## src/rtl/uart_pkg.sv

```systemverilog
// Shared UART definitions: frame shape, FSM encoding and the bit-period helper
// used by both the transmitter and the receiver.
package uart_pkg;

    localparam int DATA_BITS = 8;
    localparam int STOP_BITS = 1;

    typedef enum logic [1:0] {
        IDLE  = 2'd0,
        START = 2'd1,
        DATA  = 2'd2,
        STOP  = 2'd3
    } uart_state_t;

    // Integer division on purpose: the truncated period is what both ends agree on.
    function automatic int bit_cycles(input int clock_frequency, input int baud_rate);
        return clock_frequency / baud_rate;
    endfunction

endpackage

```

## src/rtl/uart_baud_gen.sv

```systemverilog
// Bit-period timer: one-cycle tick every BIT_CYCLES clocks, re-phased by restart
// so each frame's bit edges are aligned to its load edge.
module uart_baud_gen
    import uart_pkg::*;
#(
    parameter int clock_frequency = 12000000,
    parameter int baud_rate       = 9600
) (
    input  logic clk,
    input  logic rst_n,
    input  logic restart,
    output logic tick
);

    localparam int BIT_CYCLES = bit_cycles(clock_frequency, baud_rate);
    localparam int CW         = (BIT_CYCLES > 1) ? $clog2(BIT_CYCLES) : 1;

    generate
        if (BIT_CYCLES < 2) begin : g_bad_period
            $error("uart_baud_gen: clock_frequency/baud_rate must be at least 2");
        end
    endgenerate

    logic [CW-1:0] cnt;

    assign tick = (cnt == CW'(BIT_CYCLES - 1));

    always_ff @(posedge clk) begin
        if (!rst_n || restart || tick) begin
            cnt <= '0;
        end else begin
            cnt <= cnt + 1'b1;
        end
    end

endmodule

```

## src/rtl/uart_tx.sv

```systemverilog
// 8N1 UART transmitter, LSB first, with a one-byte holding register so a queued
// byte's start bit follows the previous stop bit with no idle gap.
// Handshake: a byte is taken on any rising edge where valid && ready; the source
// keeps data_in/valid stable until then, and valid while ready=0 has no effect.
module uart_tx
    import uart_pkg::*;
#(
    parameter int clock_frequency = 12000000,
    parameter int baud_rate       = 9600
) (
    input  logic       clk,
    input  logic       rst_n,
    input  logic [7:0] data_in,
    input  logic       valid,
    output logic       ready,
    output logic       tx,
    output logic       busy
);

    generate
        if (STOP_BITS != 1) begin : g_bad_stop
            $error("uart_tx: only a single stop bit is implemented");
        end
    endgenerate

    uart_state_t state;
    logic [7:0]  hold;
    logic        hold_full;
    logic [7:0]  shift;
    logic [2:0]  bit_idx;
    logic        tick;
    logic        load;

    // A held byte moves to the shifter from IDLE, or straight off the end of a stop bit.
    assign load  = hold_full && ((state == IDLE) || ((state == STOP) && tick));
    assign ready = !hold_full;
    assign busy  = (state != IDLE) || hold_full;

    uart_baud_gen #(
        .clock_frequency(clock_frequency),
        .baud_rate      (baud_rate)
    ) u_baud (
        .clk    (clk),
        .rst_n  (rst_n),
        .restart(load),
        .tick   (tick)
    );

    always_ff @(posedge clk) begin
        if (!rst_n) begin
            state     <= IDLE;
            tx        <= 1'b1;
            hold      <= '0;
            hold_full <= 1'b0;
            shift     <= '0;
            bit_idx   <= '0;
        end else begin
            // Accept and load never coincide: load needs hold_full, accept needs ready.
            if (valid && ready) begin
                hold      <= data_in;
                hold_full <= 1'b1;
            end else if (load) begin
                hold_full <= 1'b0;
            end

            case (state)
                IDLE: begin
                    tx <= 1'b1;
                    if (load) begin
                        shift   <= hold;
                        bit_idx <= '0;
                        tx      <= 1'b0;
                        state   <= START;
                    end
                end
                START: begin
                    if (tick) begin
                        tx    <= shift[0];
                        state <= DATA;
                    end
                end
                DATA: begin
                    if (tick) begin
                        if (bit_idx == 3'(DATA_BITS - 1)) begin
                            tx    <= 1'b1;
                            state <= STOP;
                        end else begin
                            // tx is registered, so it takes the bit that becomes shift[0].
                            shift   <= shift >> 1;
                            tx      <= shift[1];
                            bit_idx <= bit_idx + 3'd1;
                        end
                    end
                end
                STOP: begin
                    if (tick) begin
                        if (load) begin
                            shift   <= hold;
                            bit_idx <= '0;
                            tx      <= 1'b0;
                            state   <= START;
                        end else begin
                            state <= IDLE;
                        end
                    end
                end
                default: begin
                    tx    <= 1'b1;
                    state <= IDLE;
                end
            endcase
        end
    end

endmodule

```

## config.mk

```make
export PLATFORM = sky130hd
export DESIGN_NAME = uart_tx
export DESIGN_NICKNAME = d
export VERILOG_FILES = /design/src/rtl/uart_pkg.sv /design/src/rtl/uart_baud_gen.sv /design/src/rtl/uart_tx.sv
export SDC_FILE = /design/constraint.sdc
export NUM_CORES = 1
export LEC_CHECK = 0
export ABC_CLOCK_PERIOD_IN_PS = 2600
export CORE_MARGIN = 4
export CORE_UTILIZATION = 57
export CTS_BUF_LIST = sky130_fd_sc_hd__clkbuf_4 sky130_fd_sc_hd__clkbuf_8 sky130_fd_sc_hd__clkbuf_16
export CTS_CLUSTER_DIAMETER = 200
export DETAILED_ROUTE_END_ITERATION = 10
export GPL_ROUTABILITY_DRIVEN = 0
export PLACE_DENSITY = 0.78
export SYNTH_ARGS = -nofsm -noshare
export SYNTH_HDL_FRONTEND = slang
export SYNTH_SLANG_ARGS = --single-unit
```

## constraint.sdc

```tcl
create_clock -name clk -period 2.6 [get_ports clk]
set_clock_uncertainty 0.1 [all_clocks]
set_input_delay 0.26 -clock clk [delete_from_list [all_inputs] [get_ports clk]]
set_output_delay 0.26 -clock clk [all_outputs]
set_load 0.02 [all_outputs]
```

==> impl_results.md <==
* Status: complete, no violations
* Critical path arrival at about 2.5 ns
* CTS sink cnt at 34
* Synth Area in Adders at 0.07283
* Core footprint at roughly 2800 sq um
* I/O Pins at 14
* Global-route wire length before repair at 6.147 mm
* Die width at 62.90 um
* Worst hold path class: register to register
* Mapped Area at 1718 sq um
* Worst flop-to-flop path startpoint: state[0]
* Drt first pass iters at 4
* Setup ws final at 0.2260 ns
* Mean Syn Cell Area at around 9.2 sq um
* Nets at 221
* Post-Syn Nets at ~210
* Clock latency on the worst-skew pair at between 0.3 and 0.4 ns
* Initial DRC count at slightly below 90
* Area Growth Syn to Fin at 11.22%
* Die area at 3956 sq um
* Vias at 1,357
* Switching share of power at 0.3518
* CP Capture Point: shift[5]
* CP max-delay cell: a32o_1
* Synth Instances at 187
* Largest family of logic cells by synthesized area: simple AND/OR/NAND/NOR gates
* CP cell instances: inv_1, ha_1, nor2_1, o2111ai_1, a32o_1, mux2i_1
* Post-route clock period utilization at 0.9131
* Crit path time final at 2.374 ns
* FF-to-FF path depth at 6
* Final cell count without fillers at approximately 230
* TritonCTS Buffers at 5
* Yosys warns at 0
* TNS Setup at 0 ns
* CTS tree: yes
* CP Max Fanout at 13
* Family with the most delay on the worst path: compound AO/OA/AOI/OAI gates
* Simple-gate portion of the synthesized area at 0.2061
* Largest net degree at the start of global routing at 22
* Pwr dens at 724.0 nW/um^2
* Element type at the critical path start: register
* Fin. Hold Viols at 0
* Min Hold Slack at about 0.37 ns
* Reg clk slew, reported paths at 0.10 ns
* WP data required at 2.76 ns
* Hold-fix buffers, CTS at 0
* # rows at 19
* Pleak at 0.7696 nW
* R2r setup slk at 0.23 ns
* Grt ovf at 0
* Via-to-Cell Ratio at 5.874
* Initial antenna violation count at 0
* Final wirelength at between 3 and 4 mm
* Starting Density at 0.6073
* Placed Instances at 224
* Fin. max-slew vios at 0
* Diode count at 0
* Most used flip-flop cell after synthesis: dfxtp_1
* DP Worst Slack at 0.2697 ns
* Worst reg2reg path endpoint: shift[5]
* Max Buffers Root-to-Sink at 2
* DR DRC count at 0
* Setup CP Type: register to register
* Highest achievable clock rate at 421.2 MHz
* Final setup viols at 0
* Slew HR at 0.6126
* Via count of the first global-routing pass at 1,358
* P_sw at 0.4866 mW
* Crit path from: state[0]
* Clock root cell: clkbuf_4
* Worst path depth at 6
* Post-synthesis mux area share at 0.1333
* DIE HEIGHT at about 63 um
* Synth Register Bits at 34
* Compound-Gate Fraction of Synth Area at 0.1012
* Synth Area in XOR/XNOR at 0.04588
* Distinct cells, synth at 39
* Combinational share of power at 0.362
* DP HPWL at 2.559 mm
* Mean routed wirelength per cell at 14.87 um
* Layout cells sized above 1 at 0.1150
* Critical Path Max Stage Delay at 0.52 ns
* Critical path endpoint category: register
* H-tree Lvls at 2
* Most frequent cells in the layout: dfxtp_1 (34), nand2_1 (23), nor2_1 (22)
* Clock power share at 0.192
* Commonest non-fill, non-tap cell in the layout: dfxtp_1
* GRT Total Usage at 0.1955
* ANT nets after route at 0
* Max VDD drop at 0.4223 mV
* Final Power at about 1.4 mW
* Internal power at 0.8966 mW
* Asr flop ratio synth at 0
* EDFF count, synth at 0
* Post-CTS Setup Inserts at 0
* Buf/Inv on CP at 1
* RSZ-0062 raised after global routing: false
* Worst-Margin Slew at approximately 0.58 ns
* Seq pwr share at 0.446
* Max_cap viols at 0
* Seq/Total Area, Yosys at 0.3962
* Port buffer count at 13
* Cts repair resizes at 0
sequential cells by signal, summed over array words and instances (netlist names):
signal and cells:
shift 8, hold 8, u_baud.cnt 11, state 2, tx 1, bit_idx 3
hold_full 1
how the worst min path moves through the flow:
stage                to  cells after the start  slack (ns)        from
2_1_floorplan   hold[0]                      2        0.31  data_in[0]
3_3_place_gp   shift[3]                      2        0.34    shift[3]
3_5_place_dp   shift[2]                      2        0.36    shift[2]
4_1_cts        shift[2]                      2        0.37    shift[2]
5_1_grt        shift[4]                      2        0.39    shift[4]
6_report       shift[4]                      2        0.37    shift[4]
worst register-to-register path, stage by stage, from the launching register on:
cell and delay (ns):
dfxtp_1 0.37, inv_1 0.15, ha_1 0.50, nor2_1 0.11, o2111ai_1 0.30, a32o_1 0.52, mux2i_1 0.27
Yosys cell counts (all sizes together) (2+ instances only):
cell / instances / area (sq um)
a21oi: 5 / 25.02
a32o: 3 / 30.03
a41o: 2 / 22.52
a41oi: 2 / 17.52
and2: 3 / 20.03
buf: 3 / 20.01
clkbuf: 7 / 26.28
dfxtp: 34 / 680.7
ha: 10 / 125.1
inv: 8 / 30.03
mux2: 7 / 78.83
mux2i: 15 / 150.1
nand2: 23 / 86.33
nand2b: 2 / 12.51
nand3: 5 / 25.02
nand4: 5 / 37.53
nor2: 22 / 82.58
nor2b: 2 / 12.51
nor3: 3 / 15.01
o21ai: 4 / 20.02
o32ai: 2 / 17.52
xnor2: 4 / 35.03
xor2: 5 / 43.79
per-stage QoR:
step	util	area, sq um
2_1_floorplan	-	1718
3_3_place_gp	0.6586	1863
3_5_place_dp	0.6586	1863
4_1_cts	0.6754	1911
5_1_grt	0.6754	1911
6_report	0.6754	1911
power groups by stage:
stage                     Sequential [mW]  Clock [mW]  Combinational, mW
after floorplan                     0.619           0              0.385
after global placement              0.623           0              0.478
after detailed placement            0.628           0              0.494
after CTS                           0.616       0.276              0.498
after global routing                0.626       0.308              0.547
final                               0.616       0.266              0.501
layout make-up:
cell class	instances	area [sq um]
multi-input combinational	135	960.9
fill	242	918.4
sequential	34	680.7
tap	31	38.79
inverter	8	30.03
clock buffer	5	37.54
timing repair buffer	16	152.6
clock inverter	2	10.01
metal layers:
| layer | GRT usage | wire length (um) |
|---|---|---|
| met5 | 0 | 0 |
| met4 | 0.07713 | 51 |
| met3 | 0.05216 | 169 |
| met2 | 0.3307 | 1688 |
| met1 | 0.2331 | 1526 |
kinds of logic after synthesis:
group / count (synthesis)
and+or+nand+nor: 71
DFF: 34
AOI/OAI and AO/OA: 23
muxes: 22
buffers and inverters: 18
adders and majority gates: 10
xor gates and xnor gates: 9
(Power assumes the default switching activity.)
